### config.mk
export PLATFORM = sky130hd
export DESIGN_NAME = c1541_head_ctrl
export DESIGN_NICKNAME = d
export VERILOG_FILES = /design/src/rtl/c1541_pkg.sv /design/src/rtl/c1541_step_decode.sv /design/src/rtl/c1541_head_ctrl.sv
export SDC_FILE = /design/constraint.sdc
export NUM_CORES = 1
export LEC_CHECK = 0
export BUFFER_PORTS_ARGS = -buffer_cell sky130_fd_sc_hd__buf_2
export CAP_MARGIN = 20
export CORE_MARGIN = 10
export CORE_UTILIZATION = 23
export CTS_CLUSTER_SIZE = 30
export DETAILED_ROUTE_END_ITERATION = 6
export PLACE_DENSITY = 0.43
export SLEW_MARGIN = 20
export SYNTH_ARGS = -nofsm -noshare
export SYNTH_HDL_FRONTEND = slang
export SYNTH_SLANG_ARGS = --single-unit
### constraint.sdc
create_clock -name clk_c1541 -period 2.9 [get_ports clk_c1541]
set_input_delay 0.58 -clock clk_c1541 [delete_from_list [all_inputs] [get_ports clk_c1541]]
set_output_delay 0.58 -clock clk_c1541 [all_outputs]
set_load 0.005 [all_outputs]
### src/rtl/c1541_pkg.sv
// c1541_pkg: shared head-controller state type, default geometry and stepper phase decode
package c1541_pkg;
   typedef enum logic [1:0] {IDLE, SAVE, SETTLE} head_state_e;
   localparam int DEF_MAX_HT = 80;
   localparam int DEF_RESET_HT = 36;
   localparam logic [1:0] DIR_NONE = 2'd0;
   localparam logic [1:0] DIR_INC = 2'd1;
   localparam logic [1:0] DIR_DEC = 2'd2;
   // Forward phase order is 0,2,1,3: swapping the two bits yields the ordinal, so the
   // mod-4 ordinal difference is +1 for an inward step and -1 for an outward one.
   function automatic logic [1:0] step_dir(input logic [1:0] prev, input logic [1:0] cur);
      logic [1:0] d;
      d = {cur[0], cur[1]} - {prev[0], prev[1]};
      return d == 2'd1 ? DIR_INC : d == 2'd3 ? DIR_DEC : DIR_NONE;
   endfunction
endpackage

### src/rtl/c1541_step_decode.sv
// c1541_step_decode: stepper phase pair to saturated inc/dec pulses (bump pulse with C1541_HEAD_STATS_EN)
module c1541_step_decode
   import c1541_pkg::*;
#(
   parameter int HT_W = 7,
   parameter int MAX_HT = DEF_MAX_HT,
   parameter int MIN_HT = 1
) (
   input  logic            en,
   input  logic [1:0]      stp,
   input  logic [1:0]      stp_r,
   input  logic [HT_W-1:0] halftrack,
   output logic            inc,
`ifdef C1541_HEAD_STATS_EN
   output logic            bump,
`endif
   output logic            dec
);
   logic [1:0] dir;
   logic at_max, at_min;
   // A step against either end stop is swallowed; an outward one at MIN_HT is a head bump.
   always_comb begin
      dir = en ? step_dir(stp_r, stp) : DIR_NONE;
      at_max = halftrack >= HT_W'(MAX_HT);
      at_min = halftrack <= HT_W'(MIN_HT);
      inc = dir == DIR_INC && !at_max;
      dec = dir == DIR_DEC && !at_min;
`ifdef C1541_HEAD_STATS_EN
      bump = dir == DIR_DEC && at_min;
`endif
   end
endmodule

### src/rtl/c1541_head_ctrl.sv
// c1541_head_ctrl: head position, side, track-buffer save/settle arbitration and write-protect sense
// Optional C1541_HEAD_STATS_EN adds step_cnt/bump_cnt statistics outputs.
module c1541_head_ctrl
   import c1541_pkg::*;
#(
   parameter int MAX_HT = DEF_MAX_HT,
   parameter int MIN_HT = 1,
   parameter int RESET_HT = DEF_RESET_HT,
   parameter int NUM_SIDES = 1,
   parameter int SETTLE_TICKS = 16,
   parameter int CHG_TICKS = 30000000,
   parameter int HT_W = 7
) (
   input  logic            clk_c1541,
   input  logic            reset,
   input  logic            ce,
   input  logic            mtr,
   input  logic [1:0]      stp,
   input  logic            act,
   input  logic            side_sel,
   input  logic            buff_we,
   input  logic            disk_change,
   input  logic            disk_readonly,
   input  logic            save_ack,
   output logic [HT_W-1:0] halftrack,
   output logic [HT_W-2:0] track,
   output logic            side,
   output logic            track_valid,
   output logic            save_req,
   output logic [HT_W-2:0] save_track,
   output logic            save_side,
   output logic            wps_n,
`ifdef C1541_HEAD_STATS_EN
   output logic [15:0]     step_cnt,
   output logic [7:0]      bump_cnt,
`endif
   output logic            tr00_sense_n
);
   localparam int CW = $clog2(SETTLE_TICKS + 1);
   localparam int TW = $clog2(CHG_TICKS + 1);

   logic [HT_W-1:0] halftrack_q, halftrack_d;
   logic [1:0] stp_r_q, stp_r_d;
   logic act_r_q, act_r_d, dc_r_q, dc_r_d, side_r_q, side_r_d;
   logic dirty_q, dirty_d, ro_q, ro_d;
   logic [TW-1:0] chg_q, chg_d;
   logic inc, dec, side_chg, hc, act_fall, dc_rise, raise, new_side;
   head_state_e state_q;
   logic [CW-1:0] cnt_q;
   logic from_act_q, track_valid_q, save_req_q, save_side_q, side_q;
   logic [HT_W-2:0] track_q, save_track_q;
`ifdef C1541_HEAD_STATS_EN
   logic bump;
   logic [15:0] step_cnt_q, step_cnt_d;
   logic [7:0] bump_cnt_q, bump_cnt_d;
`endif

   c1541_step_decode #(.HT_W(HT_W), .MAX_HT(MAX_HT), .MIN_HT(MIN_HT)) u_dec (
      .en(ce && mtr),
      .stp(stp),
      .stp_r(stp_r_q),
      .halftrack(halftrack_q),
      .inc(inc),
`ifdef C1541_HEAD_STATS_EN
      .bump(bump),
`endif
      .dec(dec)
   );

   // Event detection and next-state of the head/dirty/disk-change datapath; history registers
   // follow their inputs during reset so no edge is reported across it.
   always_comb begin
      side_chg = NUM_SIDES == 2 && ce && side_sel != side_r_q;
      hc = inc || dec || side_chg;
      act_fall = ce && act_r_q && !act;
      dc_rise = ce && disk_change && !dc_r_q;
      raise = ce && state_q == IDLE && dirty_q && (hc || act_fall);
      new_side = NUM_SIDES == 2 ? side_sel : 1'b0;
      stp_r_d = (ce || reset) ? stp : stp_r_q;
      act_r_d = (ce || reset) ? act : act_r_q;
      dc_r_d = (ce || reset) ? disk_change : dc_r_q;
      side_r_d = (ce || reset) ? side_sel : side_r_q;
      halftrack_d = inc ? halftrack_q + HT_W'(1) : dec ? halftrack_q - HT_W'(1) : halftrack_q;
      dirty_d = !ce ? dirty_q : (disk_change || raise) ? 1'b0 : buff_we ? 1'b1 : dirty_q;
      ro_d = dc_rise ? disk_readonly : ro_q;
      chg_d = dc_rise ? TW'(CHG_TICKS) : (ce && chg_q != '0) ? chg_q - TW'(1) : chg_q;
`ifdef C1541_HEAD_STATS_EN
      step_cnt_d = (inc || dec) ? step_cnt_q + 16'd1 : step_cnt_q;
      bump_cnt_d = (bump && bump_cnt_q != 8'hFF) ? bump_cnt_q + 8'd1 : bump_cnt_q;
`endif
   end

   // Datapath registers.
   always_ff @(posedge clk_c1541) begin
      stp_r_q <= stp_r_d;
      act_r_q <= act_r_d;
      dc_r_q <= dc_r_d;
      side_r_q <= side_r_d;
      if (reset) begin
         halftrack_q <= HT_W'(RESET_HT);
         dirty_q <= 1'b0;
         ro_q <= 1'b0;
         chg_q <= '0;
`ifdef C1541_HEAD_STATS_EN
         step_cnt_q <= '0;
         bump_cnt_q <= '0;
`endif
      end else begin
         halftrack_q <= halftrack_d;
         dirty_q <= dirty_d;
         ro_q <= ro_d;
         chg_q <= chg_d;
`ifdef C1541_HEAD_STATS_EN
         step_cnt_q <= step_cnt_d;
         bump_cnt_q <= bump_cnt_d;
`endif
      end
   end

   // Save/settle arbiter: one write-back per departure, then a quiet period before the new track.
   always_ff @(posedge clk_c1541) begin
      if (reset) begin
         state_q <= IDLE;
         cnt_q <= '0;
         from_act_q <= 1'b0;
         track_q <= (HT_W-1)'(RESET_HT >> 1);
         side_q <= 1'b0;
         track_valid_q <= 1'b1;
         save_req_q <= 1'b0;
         save_track_q <= '0;
         save_side_q <= 1'b0;
      end else if (ce) begin
         case (state_q)
            IDLE:
               if (raise) begin
                  state_q <= SAVE;
                  save_req_q <= 1'b1;
                  save_track_q <= track_q;
                  save_side_q <= side_q;
                  from_act_q <= !hc;
                  track_valid_q <= 1'b0;
               end else if (hc) begin
                  state_q <= SETTLE;
                  cnt_q <= '0;
                  track_valid_q <= 1'b0;
               end
            SAVE: begin
               if (hc) from_act_q <= 1'b0;
               if (save_ack) begin
                  save_req_q <= 1'b0;
                  cnt_q <= '0;
                  if (from_act_q && !hc) begin
                     state_q <= IDLE;
                     track_valid_q <= 1'b1;
                  end else state_q <= SETTLE;
               end
            end
            SETTLE:
               if (hc) cnt_q <= '0;
               else if (cnt_q == CW'(SETTLE_TICKS - 1)) begin
                  state_q <= IDLE;
                  track_q <= halftrack_q[HT_W-1:1];
                  side_q <= new_side;
                  track_valid_q <= 1'b1;
               end else cnt_q <= cnt_q + CW'(1);
            default: state_q <= IDLE;
         endcase
      end
   end

   assign halftrack = halftrack_q;
   assign track = track_q;
   assign side = side_q;
   assign track_valid = track_valid_q;
   assign save_req = save_req_q;
   assign save_track = save_track_q;
   assign save_side = save_side_q;
   assign wps_n = !ro_q ^ (chg_q != '0);
   assign tr00_sense_n = !(halftrack_q <= HT_W'(MIN_HT + 1));
`ifdef C1541_HEAD_STATS_EN
   assign step_cnt = step_cnt_q;
   assign bump_cnt = bump_cnt_q;
`endif
endmodule

==> results.py <==
metrics = {
    "status": {
        "status": "completed",
    },
    "yosys": {
        "yosysTopAreaCellShare_pct": 34.7,
        "synthesis.area_per_instance_um2": 9.10,
        "muxShareOfSynthArea_pct": 4.38,
        "yosys_warnings": 0,
        "synth-main-ff-cell": "dfxtp_1",
        "ys_ff_latch": 60,
        "ys_types": 66,
        "synth_compound_area_share_pct": 20.9,
        "synth.area.top_cells": "dfxtp_1 (35%), ha_1 (4.6%), mux2i_1 (4.0%), edfxtp_1 (3.7%), nor2_1 (3.7%)",
        "synth_commonest_cells": "dfxtp_1 (56), nor2_1 (32), a21oi_1 (22)",
        "synth_top_family_by_area": "simple AND/OR/NAND/NOR gates",
        "async_reset_ff_share_pct": 0,
        "synth_simple_gate_area_share_pct": 22.1,
        "synth_fa_ha_area_share_pct": 4.65,
        "synth_seq_area_share_pct": 38.4,
        "yosys.area.top_type": "dfxtp_1",
        "synth_xor_area_share_pct": 4.69,
        "netlist_instances": 355,
        "yosysMostFrequentCell": "dfxtp_1",
        "synth_edf_count": 4,
        "synth_area_mm2": 0.00323,
    },
    "layout": {
        "antenna_cells": 0,
        "stdcell_count": 583,
        "final_core_util_pct": 28.7,
        "areaGrowthSynthToFinish_pct": 22.9,
        "stdcell_area_mm2": 0.00397,
        "fin_nets": 423,
        "fillers": 1494,
        "drive_above_1_share_pct": 20.8,
    },
    "pwr": {
        "pwr-share-clk_pct": 30.5,
        "p_comb_share_pct": 36.6,
        "p_per_area_mw_per_mm2": 810,
        "vdd_drop_max_uv": 303,
        "power_switching_mw": 1.14,
        "pwr-share-seq_pct": 33.0,
        "leakagePower_nw": 1.48,
        "p_sw_share_pct": 35.4,
        "p_total_mw": 3.21,
        "internal_power_mw": 2.08,
    },
    "worst_setup_path": {
        "cp_top_family": "simple AND/OR/NAND/NOR gates",
        "slowest_delay_ns": 0.55,
        "path_buf_inv": 1,
        "crit_type": "reg2out",
        "worstPathArrival_ns": 2.18,
        "crit_path_start_kind": "register",
        "cp-end-kind": "primary output",
        "worstPathCellList": "or4_1 > or4_4 > nor3_4 > xor2_1 > buf_2",
        "worst_ep_required_time_ns": 2.32,
        "path_max_fanout": 7,
        "critPathSlowestCell": "or4_1",
    },
    "drt": {
        "drtPass1Iterations": 4,
        "vias": 2732,
        "drc_errors": 0,
        "drtIter0Drc": 143,
        "routed_via_density": 4.69,
        "drt-wirelength-per-cell_um": 14.3,
        "wl_mm": 8.33,
        "ant_nets": 0,
    },
    "timing": {
        "setup_viol": 0,
        "fin_crit_ns": 2.76,
        "hold_violations": 0,
        "rsz0062_at_grt": "false",
        "fin_worst_skew_ns": 0.00514,
        "tightest_slew_ns": 0.720,
        "holdWs_ns": 0.439,
        "setup_ws_ns": 0.141,
        "slew_viol_final": 0,
        "post-route-period-util_pct": 95.1,
        "slew_headroom_pct": 51.6,
        "fin_setup_tns_ns": 0,
        "clock.fmax_mhz": 362,
    },
    "floorplanning": {
        "rows": 43,
        "fp.dieH_um": 139,
        "coreArea_mm2": 0.0138,
        "pin_count": 37,
        "die_x_um": 139,
        "die-area_mm2": 0.0192,
        "start_util_pct": 23.4,
    },
    "global_route": {
        "first_global_vias": 2772,
        "grt_max_degree": 23,
        "antenna_found_initial": 1,
        "grt_use_total_pct": 9.01,
        "gr-total-overflow": 0,
        "grt_first_pass_wirelength_mm": 14.2,
    },
    "clock_tree": {
        "cts_tree": "done",
        "numCtsBuffers": 9,
        "cts_num_sinks": 60,
        "h-tree-depth": 3,
        "root_buffer": "clkbuf_16",
        "clockBufferDepth": 2,
        "clk_pin_slew_ns": 0.05,
        "cts_setup_buffers": 0,
        "insertion_delay_ns": 0.33,
    },
    "placement": {
        "gp_congestion": 0.754,
        "dp.cells": 568,
        "pre_cts_slack_ns": 0.299,
        "place_hpwl_mm": 6.16,
        "placed_cell_area_mm2": 0.00368,
        "port-buffer-count": 33,
    },
    "min_path": {
        "hp-class": "in2reg",
    },
    "flow_run": {
        "cap_violations": 0,
    },
}
-- cells in the final DEF, fill, tap and decap left out, types with 5 or more instances in the layout --
cell type	synthesis	layout
buf_2	1	33
nand3_1	7	7
nand2b_1	5	5
o21ai_0	13	13
mux2i_1	13	13
a21oi_1	22	22
dfxtp_1	56	56
ha_1	12	12
nor3_1	12	11
buf_4	3	18
or3_1	9	9
o31ai_1	12	12
nand2_1	20	20
clkbuf_16	0	9
nor2_1	32	32
xnor2_1	7	7
inv_1	14	14
a31oi_1	8	8
or2_2	6	6
xor2_1	5	5
or4_1	12	11
-- sequential cells by signal, indices dropped and copies added (netlist names) --
register / count
act_r_q: 1
chg_q: 25
cnt_q: 5
dc_r_q: 1
dirty_q: 1
from_act_q: 1
halftrack: 7
ro_q: 1
save_req: 1
save_track: 6
state_q: 2
stp_r_q: 2
track: 6
track_valid: 1
-- cell families (layout without fill, tap and decap cells) --
family | Yosys count | after routing
buffers and inverters | 35 | 82
AOI/OAI and AO/OA | 91 | 91
and+or+nand+nor | 128 | 128
muxes | 14 | 14
adders and majority gates | 12 | 12
xor gates and xnor gates | 14 | 14
other | 1 | 2
DFF | 60 | 60
-- worst register-to-register path, cell delays in order, from the launching register on --
cell	delay, ns
dfxtp_1	0.35
or4_1	0.55
or4_4	0.46
buf_4	0.19
o31ai_2	0.47
mux2_2	0.39
nor2_1	0.07
-- power by group through the flow --
stage | sequential, mW | combinational [mW] | clock (mW)
floorplan | 1.05 | 0.841 | 0
global placement | 1.07 | 1.15 | 0
detailed placement | 1.07 | 1.15 | 0
CTS | 1.06 | 1.17 | 1.01
global route | 1.08 | 1.32 | 1.04
finish | 1.06 | 1.18 | 0.979
-- layout make-up --
cell class	count	area [µm²]	area share, %
clock inverter	2	10.0	0.252
inverter	15	56.3	1.42
sequential	60	1240	31.3
clock buffer	13	260	6.56
tap	180	225	5.67
multi-input combinational	261	1860	46.8
timing repair buffer	52	320	8.07
-- metal layers --
layer,GRT usage (%),wire length [µm]
met4,2.83,113
met5,0,20
met1,10.4,3830
met3,3.36,457
met2,15.1,3900
-- worst paths after layout --
check	startpoint	to	slack, ns	depth (start not counted)
worst min-delay path	act	act_r_q	0.44	1
worst max-delay path	chg_q[18]	wps_n	0.14	5
worst max register to register	chg_q[18]	chg_q[1]	0.34	6
worst min register to register	cnt_q[4]	cnt_q[4]	0.47	2
-- what timing repair did --
| item | in CTS | in global routing |
|---|---|---|
| gates resized for setup | 1 | 2 |
| hold buffers | 0 | 0 |
| setup endpoints to repair | 1 | 1 |
Power figures use the tool's default switching activity.
